===== src/rtl/mult_add_tree_pkg.sv =====
// Shared helpers for the multiply-add tree: pipeline depth and the operand-count check.
package mult_add_tree_pkg;

    // One input-register stage, one product stage, then one adder stage per halving.
    function automatic int latency(input int num_inputs);
        return 1 + $clog2(num_inputs);
    endfunction

    function automatic bit is_pow2(input int n);
        return (n > 0) && ((n & (n - 1)) == 0);
    endfunction

endpackage


===== src/rtl/mult_add_tree_pipeline_pipe_stage_ctrl.sv =====
// Per-stage valid bit and advance term of the elastic pipeline.
module pipe_stage_ctrl (
    input  logic clk,
    input  logic rst,
    input  logic v_prev,
    input  logic adv_next,
    output logic adv,
    output logic v
);

    logic v_q;
    logic v_d;

    // An empty stage always loads, so bubbles are squeezed out even while the output is stalled.
    always_comb begin
        adv = !v_q || adv_next;
        v_d = adv ? v_prev : v_q;
    end

    always_ff @(posedge clk or posedge rst) begin
        if (rst) begin
            v_q <= 1'b0;
        end else begin
            v_q <= v_d;
        end
    end

    assign v = v_q;

endmodule


===== src/rtl/mult_add_tree_pipeline.sv =====
// Elastic pipelined multiply-add tree: out = sum of in[2i]*in[2i+1], truncated to WIDTH bits.
module mult_add_tree_pipeline
    import mult_add_tree_pkg::*;
#(
    parameter int WIDTH      = 16,
    parameter int NUM_INPUTS = 8,
    parameter int IS_SIGNED  = 0
) (
    input  logic             clk,
    input  logic             rst,
    input  logic [WIDTH-1:0] in [NUM_INPUTS],
    input  logic             valid_in,
    output logic             ready_in,
    output logic [WIDTH-1:0] out,
    output logic             valid_out,
    input  logic             ready_out
);

    localparam int LATENCY = latency(NUM_INPUTS);

    if (NUM_INPUTS < 2 || !is_pow2(NUM_INPUTS)) begin : g_bad_num_inputs
        $error("mult_add_tree_pipeline: NUM_INPUTS must be a power of 2 and >= 2");
    end

    // The low WIDTH bits of a product do not depend on signedness; the mode is kept explicit anyway.
    function automatic logic [WIDTH-1:0] mul_trunc(input logic [WIDTH-1:0] a,
                                                   input logic [WIDTH-1:0] b);
        logic [WIDTH-1:0] p;
        if (IS_SIGNED != 0) begin
            p = $signed(a) * $signed(b);
        end else begin
            p = a * b;
        end
        return p;
    endfunction

    logic [LATENCY-1:0] adv;

    // Ready ripples combinationally from ready_out back to ready_in through every stage.
    for (genvar k = 0; k < LATENCY; k++) begin : g_stage
        logic v_prev;
        logic adv_next;
        logic adv_k;
        logic v_k;

        if (k == 0) begin : g_first
            assign v_prev = valid_in;
        end else begin : g_mid
            assign v_prev = g_stage[k-1].v_k;
        end

        if (k == LATENCY - 1) begin : g_last
            assign adv_next = ready_out;
        end else begin : g_inner
            assign adv_next = g_stage[k+1].adv_k;
        end

        pipe_stage_ctrl u_ctrl (
            .clk      (clk),
            .rst      (rst),
            .v_prev   (v_prev),
            .adv_next (adv_next),
            .adv      (adv_k),
            .v        (v_k)
        );

        assign adv[k] = adv_k;
    end

    // Data registers load on every advance; an invalid slot just carries don't-care data.
    for (genvar lvl = 0; lvl < LATENCY; lvl++) begin : g_lvl
        localparam int NODES = NUM_INPUTS >> lvl;

        logic [WIDTH-1:0] node_q [NODES];
        logic [WIDTH-1:0] node_d [NODES];

        if (lvl == 0) begin : g_load
            always_comb begin
                for (int j = 0; j < NODES; j++) begin
                    node_d[j] = adv[lvl] ? in[j] : node_q[j];
                end
            end
        end else if (lvl == 1) begin : g_mul
            always_comb begin
                for (int j = 0; j < NODES; j++) begin
                    node_d[j] = adv[lvl] ? mul_trunc(g_lvl[0].node_q[2*j], g_lvl[0].node_q[2*j+1])
                                         : node_q[j];
                end
            end
        end else begin : g_add
            always_comb begin
                for (int j = 0; j < NODES; j++) begin
                    node_d[j] = adv[lvl] ? g_lvl[lvl-1].node_q[2*j] + g_lvl[lvl-1].node_q[2*j+1]
                                         : node_q[j];
                end
            end
        end

        always_ff @(posedge clk or posedge rst) begin
            if (rst) begin
                for (int j = 0; j < NODES; j++) begin
                    node_q[j] <= '0;
                end
            end else begin
                for (int j = 0; j < NODES; j++) begin
                    node_q[j] <= node_d[j];
                end
            end
        end
    end

    assign ready_in  = adv[0];
    assign out       = g_lvl[LATENCY-1].node_q[0];
    assign valid_out = g_stage[LATENCY-1].v_k;

endmodule


===== config.mk =====
export PLATFORM = sky130hd
export DESIGN_NAME = mult_add_tree_pipeline
export DESIGN_NICKNAME = d
export VERILOG_FILES = /design/src/rtl/mult_add_tree_pkg.sv /design/src/rtl/mult_add_tree_pipeline_pipe_stage_ctrl.sv /design/src/rtl/mult_add_tree_pipeline.sv
export SDC_FILE = /design/constraint.sdc
export NUM_CORES = 2
export LEC_CHECK = 0
export ABC_CLOCK_PERIOD_IN_PS = 23200
export CAP_MARGIN = 20
export CORE_ASPECT_RATIO = 0.6
export CORE_MARGIN = 3
export CORE_UTILIZATION = 45
export CTS_BUF_LIST = sky130_fd_sc_hd__clkbuf_8 sky130_fd_sc_hd__clkbuf_16
export DETAILED_ROUTE_END_ITERATION = 10
export HOLD_SLACK_MARGIN = 0.03
export PLACE_DENSITY = 0.6
export SKIP_CTS_REPAIR_TIMING = 1
export SYNTH_ARGS = -nofsm -noshare
export SYNTH_HDL_FRONTEND = slang
export SYNTH_HIERARCHICAL = 1
export SYNTH_SLANG_ARGS = --single-unit

===== constraint.sdc =====
create_clock -name clk -period 23.2 [get_ports clk]
set_clock_uncertainty 0.2 [all_clocks]
set_input_delay 4.64 -clock clk [delete_from_list [all_inputs] [get_ports clk]]
set_output_delay 4.64 -clock clk [all_outputs]
set_load 0.03 [all_outputs]

Word level (Yosys, flattened, before mapping)
Index checks and enable logic that the tools add are counted.
{ "op_classes": {"n_reduce_logical": 8, "n_mul": 4, "addsub": 3} }
{ "ops": {"columns": ["op", "n"], "rows": [
  ["$mul A16 B16 Y16", 4],
  ["$add A16 B16 Y16", 3],
  ["$logic_not A1 Y1", 4],
  ["$logic_or A1 B1 Y1", 4]
]} }
{ "totals": {"input_bits": 132, "out_inout_bits": 18, "wordCells": 34, "regBits": 244} }

Longest topological paths before layout
{ "logic_depth": {"word_depth": 5, "depth_mapped": 22, "mapped_depth_nobuf": 21} }

Modules after synthesis
Netlist, hierarchy kept.
{ "modules_own_cells": {"columns": ["mod", "seq_area_each_um2", "n_inst", "cells_each", "area_per_inst_um2"], "rows": [
  ["mult_add_tree_pipeline", 6005.8, 1, 2714, 26700.6],
  ["pipe_stage_ctrl", 25.0, 4, 4, 51.3]
]} }

Worst setup path before layout
Ideal clock, no wire load.
{ "synth_timing": {"path_kind": "input to output", "start": "in ready_out", "end": "out ready_in", "path_buffers": 0, "required_ns": 18.360, "path_stages": 4, "setup_slack_ns": 13.092, "arrival_time_ns": 5.268, "path_cell_list": "nand2b_4 nand2b_4 nand2b_4 nand2b_4"} }
{ "synth_via": {"elab_chain_len": 4} }
{ "synth_lines": {"columns": ["element", "line", "source"], "rows": [
  ["from (decl)", "mult_add_tree_pipeline.sv:16", "input logic ready_out"],
  ["$logic_or A1 B1 Y1 (2 in a row)", "mult_add_tree_pipeline_pipe_stage_ctrl.sv:16", "adv = !v_q || adv_next;"],
  ["via g_stage[1].adv_next", "mult_add_tree_pipeline.sv:42", "logic adv_next;"],
  ["$logic_or A1 B1 Y1", "mult_add_tree_pipeline_pipe_stage_ctrl.sv:16", null],
  ["via g_stage[0].adv_next", "mult_add_tree_pipeline.sv:42", null],
  ["$logic_or A1 B1 Y1", "mult_add_tree_pipeline_pipe_stage_ctrl.sv:16", null],
  ["to (decl)", "mult_add_tree_pipeline.sv:13", "output logic ready_in,"]
]} }
The timed path passes the listed nets, and every way through them passes these cells.

Worst setup path after layout
{ "layout_timing": {"start": "in ready_out", "end": "out ready_in"} }
{ "layout_via": {"elab_chain_len": 4} }
{ "layout_lines": {"columns": ["element", "line"], "rows": [
  ["$logic_or A1 B1 Y1", "mult_add_tree_pipeline_pipe_stage_ctrl.sv:16"],
  ["via g_stage[2].adv_next", "mult_add_tree_pipeline.sv:42"],
  ["$logic_or A1 B1 Y1", "mult_add_tree_pipeline_pipe_stage_ctrl.sv:16"],
  ["via g_stage[1].adv_next", "mult_add_tree_pipeline.sv:42"],
  ["$logic_or A1 B1 Y1", "mult_add_tree_pipeline_pipe_stage_ctrl.sv:16"],
  ["via g_stage[0].adv_next", "mult_add_tree_pipeline.sv:42"],
  ["$logic_or A1 B1 Y1", "mult_add_tree_pipeline_pipe_stage_ctrl.sv:16"]
]} }
The timed path passes the listed nets, and every way through them passes these cells.

==> impl.org <==
** Clock tree
- CTS built an H-tree with a depth of 1.
- TritonCTS created 27 clock buffers.
- The clock net in this run drives a total of 244 sinks.
- Clock latency on the worst-skew pair, taken at its later pin, is 0.61 ns.
- TritonCTS built the clock tree.
- The tree is rooted in a sky130_fd_sc_hd__clkbuf_16.
- Clock-pin slew of the registers on the worst-case setup and hold paths :: 0.06 ns
- No sink is reached through more buffers than the 3 on the longest clock path.

** Floorplanning
- Number of top-level pins :: 150
- Once the floorplan was initialized, standard cells occupied 46.2% of the core.
- The die covers 0.0629 mm^2.
- Core Area :: 0.0583 mm^2
- The floorplan has 68 rows.
- Die Wd :: 322 um
- Measured along the y axis, the die boundary spans 195 um.

** Final layout
- Area growth from synthesis to final layout :: 11.1%
- Post-layout nets :: 3508
- The filler cells instantiated in the layout total 5310.
- Non-filler instance count after layout :: 3603
- Registers take 0.00611 mm^2.
- 0 antenna diodes ended up in the layout.
- Share of post-route cells with drive strength above 1 :: 9.67%
- The multi-input combinational cells in the finished layout cover a total of 0.0186 mm^2.

** STA
- Headroom to the max-slew limit :: 34.0%
- Dividing the final minimum period by the clock period gives 52.2%.
- Based on the critical path, the design can be clocked at up to 82.5 MHz.
- Min Clock Period, post-route :: 12.12 ns
- Setup violations remaining at the end of the flow were counted as 0.
- The number of hold violations in the final report came to 0.
- The final count of pins violating max slew came to 0.
- RSZ-0062 raised after global routing :: no
- At the pin with the least slew margin, the transition time is 0.990 ns.
- After routing, the total negative slack on setup checks comes to 0 ns.

** Worst setup path
- Class of the most critical setup path :: input pin to output port
- The worst setup path is launched from an input pin.
- Highest fanout seen on the critical path :: 39
- Path depth of the worst reg2reg path :: 18
- At the worst endpoint, the arrival time is 7.28 ns.
- Worst setup slack for register-to-register paths :: 16.97 ns
- Reg2Reg Capture Point :: g_lvl[1].node_q[46]
- The worst setup path is captured at an output port.
- In this run the critical register-to-register path is launched from g_lvl[0].node_q[65].
- Required @ worst endpoint :: 18.36 ns

** Place
- IO Port Bufs :: 149
- Including well taps, the total number of placed cells is 3553.
- Detailed placement finished with a half-perimeter wire length of 52600 um.
- Routability-driven placement finished with a final weighted congestion of 0.857.

** Synth
- Library cells used by synthesis :: 65
- The synthesized netlist occupies a cell area of 0.0269 mm^2.
- A synthesized cell averages 9.86 um^2.
- For this run, the leading register cell type out of synthesis is sky130_fd_sc_hd__dfrtp_1.
- Ranked by total cell area, the synthesized netlist is headed by sky130_fd_sc_hd__fa_1 (24%), sky130_fd_sc_hd__dfrtp_1 (23%), sky130_fd_sc_hd__ha_1 (11%).
- Number of nets in the synthesized netlist :: 3426
- In this run the biggest area consumer among cell types represents 24.0% of the synthesized area.
- Cell taking the most area after synthesis :: sky130_fd_sc_hd__fa_1
- Sequential element share of the synthesized area :: 22.7%
- In this run, synthesis produced a sequential element count of 244.
- For this run, the number of Yosys warnings is 6.
- Among all cell types in the netlist, the one instantiated most often is sky130_fd_sc_hd__inv_1.
- After synthesis, the share of flip-flops with an asynchronous set or reset is 100%.
- Yosys mapped a number of flops with a built-in enable equal to 0.
- Synthesized netlist cell count :: 2730
- Most frequent cells after synthesis :: sky130_fd_sc_hd__inv_1 (465), sky130_fd_sc_hd__fa_1 (323), sky130_fd_sc_hd__nand2_1 (311), sky130_fd_sc_hd__and2_1 (262), sky130_fd_sc_hd__dfrtp_1 (244)

** Run status
- Status :: finished, final reports clean

** Worst hold path
- Launch instance of the worst min-delay path :: out[4]
- Class of the worst hold path :: flop to flop
- The worst hold path terminates at out[4].
- Number of stages on the worst hold path :: 1

** GRT
- The first global-routing pass estimated 110000 um of wire.
- Entering global routing, the biggest net connects 104 pins.
- For this run, the total global-route usage over all layers was measured as 22.0%.
- Vias in the first global route :: 19900
- For this run the aggregate overflow at the end of global routing stands at 0.
- Number of antenna violations at the first check in global routing :: 1

** Flow run
- The tool flagged a number of max-cap violations equal to 0.

** Routing
- Remaining number of nets flagged by the antenna check after routing :: 0
- Overall via count from detail_route :: 18800
- Wirelength per Cell :: 18.6 um
- Wires add up to 66900 um.
- Number of remaining DRC errors :: 0
- In this run, the number of DRC markers left after iteration 0 of detailed routing was 1188.
- Mean number of vias per cell :: 5.22
- Drt pass-1 iters :: 5
flip-flops by register name, indices dropped and copies added, names as in the netlist:
signal / count
out: 16
g_stage.u_ctrl/v: 4
g_lvl.node_q: 224
how the worst max path moves through the flow:
stage	to	cells past startpoint	startpoint
2_1_floorplan	g_lvl[0].node_q[0]	1	rst
3_3_place_gp	ready_in	6	ready_out
3_5_place_dp	ready_in	6	ready_out
4_1_cts	ready_in	6	ready_out
5_1_grt	ready_in	6	ready_out
6_report	ready_in	6	ready_out
per-layer routing:
metal  vias to the layer above  track usage, %  wire (um)
met4                         0            2.66        723
met1                      9468            35.2      34300
met5                         -               0          0
li1                       8755               -          -
met2                       533            30.8      27000
met3                        43            4.77       4900
logic make-up after synthesis:
| logic type | after synthesis | synth area share [%] |
|---|---|---|
| adder cells (fa/ha/maj) | 564 | 35.2 |
| flip-flops | 244 | 22.7 |
| XOR/XNOR | 181 | 6.10 |
| buffers and inverters | 567 | 7.99 |
| multiplexers | 197 | 8.24 |
| AO/OA/AOI/OAI | 244 | 6.05 |
| AND/OR/NAND/NOR | 733 | 13.7 |
cells in the final DEF, fill, tap and decap left out, types with 13 or more instances in the layout:
master                              n
sky130_fd_sc_hd__fa_1             323
sky130_fd_sc_hd__clkbuf_16         27
sky130_fd_sc_hd__nor2_1            71
sky130_fd_sc_hd__and2_1           262
sky130_fd_sc_hd__inv_1            469
sky130_fd_sc_hd__a211oi_1          16
sky130_fd_sc_hd__ha_1             241
sky130_fd_sc_hd__clkdlybuf4s50_1  149
sky130_fd_sc_hd__dfrtp_1          244
sky130_fd_sc_hd__nand2_1          311
sky130_fd_sc_hd__nand3_1           13
sky130_fd_sc_hd__xor2_1            43
sky130_fd_sc_hd__a21oi_1           49
sky130_fd_sc_hd__xnor2_1          134
sky130_fd_sc_hd__o21ai_0           57
sky130_fd_sc_hd__mux2_2           197
sky130_fd_sc_hd__a31oi_1           13
sky130_fd_sc_hd__a21o_1            31
sky130_fd_sc_hd__o21a_1            18
layout make-up:
| class | count | area share (%) |
|---|---|---|
| multi-input cells | 1919 | 62.4 |
| repair buffers | 154 | 5.12 |
| flip-flops and latches | 244 | 20.4 |
| clock inverters | 20 | 0.553 |
| inverters | 466 | 5.88 |
| well taps | 770 | 3.22 |
| clock buffers | 30 | 2.40 |
metrics by stage:
step           setup WS, ns  utilization, %  hold slack, ns  instance area, um^2
2_1_floorplan         11.77               -           0.258                26900
3_3_place_gp          11.14            49.8           0.271                29000
3_5_place_dp          11.08            49.8           0.278                29000
4_1_cts               11.07            51.3           0.292                29900
5_1_grt               10.96            51.3           0.311                29900
6_report              11.08            51.3           0.285                29900
worst max-delay path: stages:
cell                              delay (ns)
sky130_fd_sc_hd__clkdlybuf4s50_1        0.45
sky130_fd_sc_hd__nand2b_4               0.27
sky130_fd_sc_hd__nand2b_4               0.49
sky130_fd_sc_hd__nand2b_4               0.45
sky130_fd_sc_hd__nand2b_4               0.26
sky130_fd_sc_hd__clkdlybuf4s50_1        0.69
Power is not shown: default switching activity piles up to over one toggle a cycle in this logic, so the estimate is an artifact.
